`src/rtl/phase_slot_sched_pkg.sv`:
```
// Shared definitions for the clk2x phase-slot scheduler.
// Latency: n/a (types and constants only).
// Backpressure: n/a.
package phase_slot_sched_pkg;

    typedef enum logic [1:0] {
        ST_IDLE   = 2'd0,
        ST_HUNT   = 2'd1,
        ST_LOCKED = 2'd2
    } lock_st_e;

    // res_sel encoding: which requester the resource data came from
    localparam logic SEL_A = 1'b0;
    localparam logic SEL_B = 1'b1;

    localparam int LOCK_CNT_DEF = 8;
    localparam int ERR_MAX_DEF  = 2;

endpackage

```
`src/rtl/phase_slot_sched_lock_fsm.sv`:
```
// Qualifies the clk1x phase indication: IDLE -> HUNT -> LOCKED lock tracker.
// Latency: good/locked_st are same-cycle decodes; locked/lockerr are registered (1 cycle).
// Backpressure: none; en=0 forces IDLE on the next edge without a lockerr pulse.
module phase_lock_fsm
    import phase_slot_sched_pkg::*;
#(
    parameter int LOCK_CNT = LOCK_CNT_DEF,
    parameter int ERR_MAX  = ERR_MAX_DEF
) (
    input  logic clk2x,
    input  logic rst2x_,
    input  logic phasein,
    input  logic en,
    output logic good,
    output logic locked_st,
    output logic locked,
    output logic lockerr
);

    localparam logic [7:0] LOCK_CNT_M1 = 8'(LOCK_CNT - 1);
    localparam logic [3:0] ERR_MAX_M1  = 4'(ERR_MAX - 1);

    lock_st_e   state_q, state_d;
    logic [7:0] lock_cnt_q, lock_cnt_d;
    logic [3:0] err_cnt_q, err_cnt_d;
    logic       ph_q;
    logic       lockerr_q, lockerr_d;
    logic       locked_q, locked_d;

    // A healthy detector toggles every clk2x cycle, so a repeat is a bad cycle
    assign good      = (phasein != ph_q);
    assign locked_st = (state_q == ST_LOCKED);
    assign locked    = locked_q;
    assign lockerr   = lockerr_q;

    // Next-state and counter update; en=0 overrides everything
    always_comb begin
        state_d    = state_q;
        lock_cnt_d = lock_cnt_q;
        err_cnt_d  = err_cnt_q;
        lockerr_d  = 1'b0;
        if (!en) begin
            state_d    = ST_IDLE;
            lock_cnt_d = '0;
            err_cnt_d  = '0;
        end else begin
            case (state_q)
                ST_IDLE: begin
                    state_d    = ST_HUNT;
                    lock_cnt_d = '0;
                end
                ST_HUNT: begin
                    if (good) begin
                        if (lock_cnt_q == LOCK_CNT_M1) begin
                            state_d   = ST_LOCKED;
                            err_cnt_d = '0;
                        end else begin
                            lock_cnt_d = lock_cnt_q + 8'd1;
                        end
                    end else begin
                        lock_cnt_d = '0;
                    end
                end
                ST_LOCKED: begin
                    if (good) begin
                        err_cnt_d = '0;
                    end else if (err_cnt_q == ERR_MAX_M1) begin
                        state_d    = ST_HUNT;
                        lockerr_d  = 1'b1;
                        lock_cnt_d = '0;
                        err_cnt_d  = '0;
                    end else begin
                        err_cnt_d = err_cnt_q + 4'd1;
                    end
                end
                default: begin
                    state_d = ST_IDLE;
                end
            endcase
        end
        locked_d = (state_d == ST_LOCKED);
    end

    // State, counters, phase history and registered status outputs
    always_ff @(posedge clk2x or negedge rst2x_) begin
        if (!rst2x_) begin
            state_q    <= ST_IDLE;
            lock_cnt_q <= '0;
            err_cnt_q  <= '0;
            ph_q       <= 1'b0;
            lockerr_q  <= 1'b0;
            locked_q   <= 1'b0;
        end else begin
            state_q    <= state_d;
            lock_cnt_q <= lock_cnt_d;
            err_cnt_q  <= err_cnt_d;
            ph_q       <= phasein;
            lockerr_q  <= lockerr_d;
            locked_q   <= locked_d;
        end
    end

endmodule

```
`src/rtl/phase_slot_sched.sv`:
```
// Fixed TDM of clk1x requesters A (phase-1 slots) and B (phase-0 slots) onto one clk2x port.
// Latency: 1 clk2x cycle from a qualifying request to gnt/res_vld; res_sel/res_dat hold when idle.
// Backpressure: none; grants are withheld while unlocked, disabled or on bad phase cycles. Option macro PHASE_SLOT_STAT_EN adds stats.
module phase_slot_sched
    import phase_slot_sched_pkg::*;
#(
    parameter int DW       = 32,
    parameter int LOCK_CNT = LOCK_CNT_DEF,
    parameter int ERR_MAX  = ERR_MAX_DEF
) (
    input  logic          clk2x,
    input  logic          rst2x_,
    input  logic          phasein,
    input  logic          en,
    input  logic          req_a,
    input  logic [DW-1:0] dat_a,
    input  logic          req_b,
    input  logic [DW-1:0] dat_b,
`ifdef PHASE_SLOT_STAT_EN
    input  logic          clr_stat,
    output logic [7:0]    errcnt,
    output logic [7:0]    slipcnt,
`endif
    output logic          gnt_a,
    output logic          gnt_b,
    output logic          res_vld,
    output logic          res_sel,
    output logic [DW-1:0] res_dat,
    output logic          locked,
    output logic          lockerr
);

    logic          good;
    logic          locked_st;
    logic          slot_ok;
    logic          take_a;
    logic          take_b;
    logic          gnt_a_q, gnt_a_d;
    logic          gnt_b_q, gnt_b_d;
    logic          res_vld_q, res_vld_d;
    logic          res_sel_q, res_sel_d;
    logic [DW-1:0] res_dat_q, res_dat_d;

    phase_lock_fsm #(
        .LOCK_CNT (LOCK_CNT),
        .ERR_MAX  (ERR_MAX)
    ) u_lock (
        .clk2x     (clk2x),
        .rst2x_    (rst2x_),
        .phasein   (phasein),
        .en        (en),
        .good      (good),
        .locked_st (locked_st),
        .locked    (locked),
        .lockerr   (lockerr)
    );

    // en is included so the edge that drops to IDLE registers no grant
    assign slot_ok = locked_st && good && en;
    assign take_a  = slot_ok && phasein && req_a;
    assign take_b  = slot_ok && !phasein && req_b;

    // Slot mux: phase picks the owner; an unused slot is never lent out
    always_comb begin
        gnt_a_d   = take_a;
        gnt_b_d   = take_b;
        res_vld_d = take_a || take_b;
        res_sel_d = res_sel_q;
        res_dat_d = res_dat_q;
        if (take_a) begin
            res_sel_d = SEL_A;
            res_dat_d = dat_a;
        end else if (take_b) begin
            res_sel_d = SEL_B;
            res_dat_d = dat_b;
        end
    end

    // Grant and resource-port registers
    always_ff @(posedge clk2x or negedge rst2x_) begin
        if (!rst2x_) begin
            gnt_a_q   <= 1'b0;
            gnt_b_q   <= 1'b0;
            res_vld_q <= 1'b0;
            res_sel_q <= 1'b0;
            res_dat_q <= '0;
        end else begin
            gnt_a_q   <= gnt_a_d;
            gnt_b_q   <= gnt_b_d;
            res_vld_q <= res_vld_d;
            res_sel_q <= res_sel_d;
            res_dat_q <= res_dat_d;
        end
    end

    assign gnt_a   = gnt_a_q;
    assign gnt_b   = gnt_b_q;
    assign res_vld = res_vld_q;
    assign res_sel = res_sel_q;
    assign res_dat = res_dat_q;

`ifdef PHASE_SLOT_STAT_EN
    logic [7:0] errcnt_q, errcnt_d;
    logic [7:0] slipcnt_q, slipcnt_d;

    // Saturating health counters; a clear beats a same-cycle increment
    always_comb begin
        errcnt_d  = errcnt_q;
        slipcnt_d = slipcnt_q;
        if (clr_stat) begin
            errcnt_d  = '0;
            slipcnt_d = '0;
        end else begin
            if (locked_st && !good && errcnt_q != 8'hFF) begin
                errcnt_d = errcnt_q + 8'd1;
            end
            if (lockerr && slipcnt_q != 8'hFF) begin
                slipcnt_d = slipcnt_q + 8'd1;
            end
        end
    end

    // Statistics registers
    always_ff @(posedge clk2x or negedge rst2x_) begin
        if (!rst2x_) begin
            errcnt_q  <= '0;
            slipcnt_q <= '0;
        end else begin
            errcnt_q  <= errcnt_d;
            slipcnt_q <= slipcnt_d;
        end
    end

    assign errcnt  = errcnt_q;
    assign slipcnt = slipcnt_q;
`endif

endmodule

```
`config.mk`:
```
export PLATFORM = sky130hd
export DESIGN_NAME = phase_slot_sched
export DESIGN_NICKNAME = d
export VERILOG_FILES = /design/src/rtl/phase_slot_sched_pkg.sv /design/src/rtl/phase_slot_sched_lock_fsm.sv /design/src/rtl/phase_slot_sched.sv
export SDC_FILE = /design/constraint.sdc
export NUM_CORES = 1
export LEC_CHECK = 0
export CAP_MARGIN = 10
export CELL_PAD_IN_SITES_DETAIL_PLACEMENT = 0
export CELL_PAD_IN_SITES_GLOBAL_PLACEMENT = 2
export CORE_MARGIN = 3
export CORE_UTILIZATION = 23
export DETAILED_ROUTE_END_ITERATION = 8
export PLACE_DENSITY = 0.76
export SLEW_MARGIN = 20
export SYNTH_ARGS = -nofsm -noshare
export SYNTH_HDL_FRONTEND = slang
export SYNTH_SLANG_ARGS = --single-unit
```
`constraint.sdc`:
```
create_clock -name clk2x -period 1.7 [get_ports clk2x]
set_input_delay 0.17 -clock clk2x [delete_from_list [all_inputs] [get_ports clk2x]]
set_output_delay 0.17 -clock clk2x [all_outputs]
set_load 0.05 [all_outputs]
```
Word-level counts from Yosys, hierarchy flattened:

Cells that the tools add are included.

* flip-flop bits (word level): 53
* input bits: 70
* output and inout bits: 38

* $add $sub $neg: 2
* equal/unequal tests: 13
* multiplexer cells: 26
* reductions and logical operators: 12

Operators with widths (count)
* 32-bit two-way mux: 2
* 8-bit two-way mux: 5
* 8-bit case mux with 3 select lines: 1
* 4-bit two-way mux: 5
* 2-bit two-way mux: 5
* 8-bit by 1-bit adder with 8-bit output (second input constant): 1
* 8-bit by 3-bit == test with 1-bit output (second input constant): 1
* 4-bit case mux with 2 select lines: 1
* 1-bit logical AND: 6
* 1-bit two-way mux: 6
* 3-bit by 2-bit inequality test with 1-bit output (second input constant): 2
* 3-bit inequality test (second input constant): 2
* 2-bit case mux with 3 select lines: 1
* 4-bit by 1-bit adder with 4-bit output (second input constant): 1
* 2-bit == test (second input constant): 2
* 4-bit by 1-bit == test with 1-bit output (second input constant): 1
* 4-bit by 1-bit inequality test with 1-bit output (second input constant): 1
* 4-bit inequality test (second input constant): 1
* 4-bit AND reduction: 1
* 3-bit by 1-bit inequality test with 1-bit output (second input constant): 1
* 3-bit AND reduction: 1
* 2-bit by 1-bit == test with 1-bit output (second input constant): 1
* 2-bit logical NOT: 1
* 2-bit nonzero test: 1
* 3 further kinds: 3

Longest topological paths before layout:

* depth in word-level cells: 7
* gate-level depth with buffers: 6

Modules after synthesis:

A second synthesis with hierarchy kept.

* cells, all modules: 209
* area, all modules: 2922.8 um2

Modules (own cells, without submodules)
* phase_slot_sched: instances 1, cells each 114, area an instance 1976.9 um2
* phase_lock_fsm: instances 1, cells each 95, area an instance 945.9 um2

Least setup slack after synthesis:

No wires, ideal clock.

* path type: flip-flop to flip-flop
* start: register u_lock.err_cnt_q[1]
* end: register u_lock.lock_cnt_q[0]
* library setup time: 0.125 ns
* arrival time: 1.695 ns
* required time: 1.575 ns
* slack: -0.120 ns
* cell stages (with the launch flop): 7
* period minus slack after synthesis: 1.820 ns
* path through: dfrtp_1 -> inv_1 -> ha_1 -> or3b_4 -> o311a_4 -> a21o_1 -> mux2_4

* word-level cells in the longest chain between the ends: 3

RTL lines
* from (decl): line phase_slot_sched_lock_fsm.sv:25 `logic [3:0] err_cnt_q, err_cnt_d;`
* from (signal assigned): line phase_slot_sched_lock_fsm.sv:96 `err_cnt_q <= err_cnt_d;`
* 4-bit by 1-bit == test with 1-bit output: line phase_slot_sched_lock_fsm.sv:67 `end else if (err_cnt_q == ERR_MAX_M1) begin`
* 3-bit by 2-bit inequality test with 1-bit output (no line)
* 4-bit AND reduction (no line)
* to (signal assigned): line phase_slot_sched_lock_fsm.sv:95 `lock_cnt_q <= lock_cnt_d;`
* to (decl): line phase_slot_sched_lock_fsm.sv:24 `logic [7:0] lock_cnt_q, lock_cnt_d;`

Every way passes these cells.
A chain may end at the register's enable or synchronous reset.

Worst setup path in the final report:

Ends and elaborated chain as after synthesis.

==> flow_summary.yaml <==
critical_path:
  cell_breakdown_of_the_critical_path: "inv_1, ha_1, or3b_4, o311a_4, a21o_1, mux2_4"
  crit_buf_inv: 1
  critPathSlowestCell: "dfrtp_1"
  r2r_setup_slack_ns: -0.14
  critical_path_required_ns: 1.89
  crit_path_end_kind: "register"
  critical_path_peak_fanout: 5
  critical_path.top_delay_family: "compound AO/OA/AOI/OAI gates"
  worst_setup_path_startpoint: "u_lock.err_cnt_q[1]"
  max_stage_delay_ns: 0.39
  critical_setup_path_class: "register to register"
  worst-endpoint-arrival_ns: 2.03
  worst_setup_path_start_kind: "register"
  timing.reg2reg.worst_path_depth: 6
  worstReg2RegEnd: "u_lock.lock_cnt_q[0]"
  crit-reg2reg-launch: "u_lock.err_cnt_q[1]"
timing:
  max-slew-margin-rel_pct: 63.8
  fin_setup_tns_ns: -0.593
  final.setup.worst_slack_ns: -0.145
  finalCritPeriodShare_pct: 109
  rsz0062_at_grt: "true"
  finalCriticalPeriod_ns: 1.84
  report.final.hold_viol_count: 0
  max_slew.worst_pin.slew_ns: 0.541
  maximum_clock_rate_mhz: 542
  maxSlewViolCount: 0
  finClkSkew_ns: 0.0108
  setup_viol_count_final: 7
cells_and_area:
  antenna-diode-count: 0
  final_design_area_no_fill_mm2: 0.00406
  postLayoutCoreUtil_pct: 38.6
  final_layout_size_suffix_gt1_share_pct: 16.7
  stdcell_count: 502
  finalNetCount: 438
  areaGrowthSynthToFinish_pct: 60.0
route:
  via_count: 2169
  routed_wirelength_mm: 7.15
  drtAntennaViolNets: 0
  drtPass1Iterations: 4
  drt_first_iter_violations: 55
  avgViaCountPerCell: 4.32
  wl_per_cell_um: 14.2
  drc: 0
logic_synthesis:
  synth-seq-area-share_pct: 52.3
  synthesis.nets: 308
  synth_edf_count: 0
  async_flop_share_pct: 100
  postSynth.topFlopCell: "dfrtp_1"
  synthesis.area_per_instance_um2: 10.8
  ys_types: 37
  ys.warnings.count: 0
  netlist_area_mm2: 0.00253
  yosys_register_bits: 53
  synth_cells: 235
clock_network:
  clockRootBuffer: "clkbuf_8"
  clock_sinks: 53
  tritoncts.num_buffers: 5
  cts-htree-levels: 2
  reg_clk_slew_reported_paths_ns: 0.10
  clkLatencyLatePin_ns: 0.30
  cts_tree: "yes"
  clock_path_buffers: 2
place:
  placed_area_mm2: 0.00389
  gp_congestion: 0.802
  placed_cells_incl_taps: 491
  detailed_place_hpwl_mm: 5.30
  portBuffers: 107
floorplanning:
  core-area_mm2: 0.0105
  start_util_pct: 24.1
  io_pins: 108
  core.rowCount: 37
  die_height_um: 111
  die_width_um: 111
  die_area_mm2: 0.0123
global_route:
  overall_routing_resource_usage_pct: 11.5
  grt_antenna_before_repair: 0
  first_global_vias: 2235
  grt_start_max_net_pins: 54
  grt_overflow_total: 0
  grt_pass1_wl_mm: 11.8
flow_run:
  drv.max_cap_violation_count: 0
run_status:
  outcome: "complete, but fails checks"
  failing_checks: "setup timing"
power_and_ir_drop:
  leakagePower_nw: 1.85
  powerDensity_mw_per_mm2: 575
  peakVddDrop_v: 0.000282
min_path:
  timing.hold.worst.class: "input pin to async pin"
cells in the final DEF (no fill, tap or decap), drive strengths merged, types with 5 or more instances in the layout:
| master | count |
|---|---|
| clkdlybuf4s50 | 85 |
| dlymetal6s2s | 7 |
| o21ai | 33 |
| dfrtp | 53 |
| clkbuf | 7 |
| mux2i | 33 |
| nor2 | 6 |
| a21oi | 8 |
| a21o | 5 |
| nand3 | 5 |
| a22o | 5 |
| buf | 41 |
| nand2 | 38 |
per-stage QoR:
step                hold slack, ns  setup WS, ns  total power, mW
floorplan                   -0.126        -0.120             1.40
global placement             0.200        -0.107             1.64
detailed placement           0.199        -0.136             1.64
CTS                          0.397        -0.147             2.38
global route                 0.392        -0.210             2.47
finish                       0.400        -0.145             2.33
power breakdown:
group	total, mW	leakage, nW	internal, mW	switching (mW)
clock	0.715	0.0374	0.291	0.423
combinational	0.329	1.08	0.192	0.137
sequential	1.29	0.728	1.28	0.0113
cell type report:
class,instances,area (um2)
clock buffers,6,72.6
flip-flops and latches,53,1330
clock inverters,2,15.0
well taps,136,170
multi-input cells,167,1140
inverters,3,11.3
fillers,1052,6450
repair buffers,135,1320
kinds of logic (layout without fill, tap and decap cells):
family / after synthesis / count (layout) / synth area share [%]
xor gates and xnor gates: 5 / 5 / 1.73
AOI/OAI and AO/OA: 58 / 58 / 14.0
adders and majority gates: 3 / 3 / 1.48
DFF: 53 / 53 / 52.3
muxes: 34 / 34 / 13.6
and+or+nand+nor: 67 / 67 / 13.3
buffers and inverters: 15 / 146 / 3.50
layer usage:
layer	vias to the layer above	part of all wire (%)	global-route usage, %
li1	1084	-	-
met4	0	0.56	2.22
met1	1018	46	15.5
met5	-	0	0
met3	5	5.5	2.73
met2	62	47	19.1
worst max path at each step:
stage	slack, ns	cells past startpoint	end
after global placement	-0.11	6	u_lock.lock_cnt_q[0]
final	-0.14	6	u_lock.lock_cnt_q[0]
after detailed placement	-0.14	6	res_dat[25]
after floorplan	-0.12	6	u_lock.lock_cnt_q[0]
after CTS	-0.15	6	u_lock.lock_cnt_q[0]
after global routing	-0.21	6	u_lock.lock_cnt_q[0]
cells in the mapped netlist, types with 4 or more instances:
library cell | count | share of area [%]
xor2_1 | 4 | 1.4
nor2_1 | 6 | 0.89
a21o_1 | 5 | 1.5
nand2_1 | 38 | 5.6
dfrtp_1 | 53 | 52
nand3_1 | 5 | 0.99
a21oi_1 | 8 | 1.6
buf_2 | 5 | 0.99
o21ai_0 | 33 | 6.5
mux2i_1 | 33 | 13
a22o_1 | 5 | 1.7
flip-flops by register name, indices dropped and copies added, names as in the netlist:
register / count
u_lock.lock_cnt_q: 8
u_lock.state_q: 2
u_lock.lockerr: 1
u_lock.locked: 1
gnt_b: 1
res_vld: 1
u_lock.err_cnt_q: 4
gnt_a: 1
res_sel: 1
u_lock.ph_q: 1
res_dat: 32
worst min-delay path, delay by kind of cell:
kind | cells | cell delay [ns]
buffers and inverters | 3 | 0.93
timing repair:
action | 4_1_cts | 5_1_grt
endpoints found under the setup margin | 7 | 20
pin swaps | 0 | 6
cloned | 0 | 1
buffers inserted | 0 | 1
hold buffers | 1 | 0
hold endpoints to repair | 53 | 0
resized for setup | 1 | 12
Power figures use the tool's default switching activity.
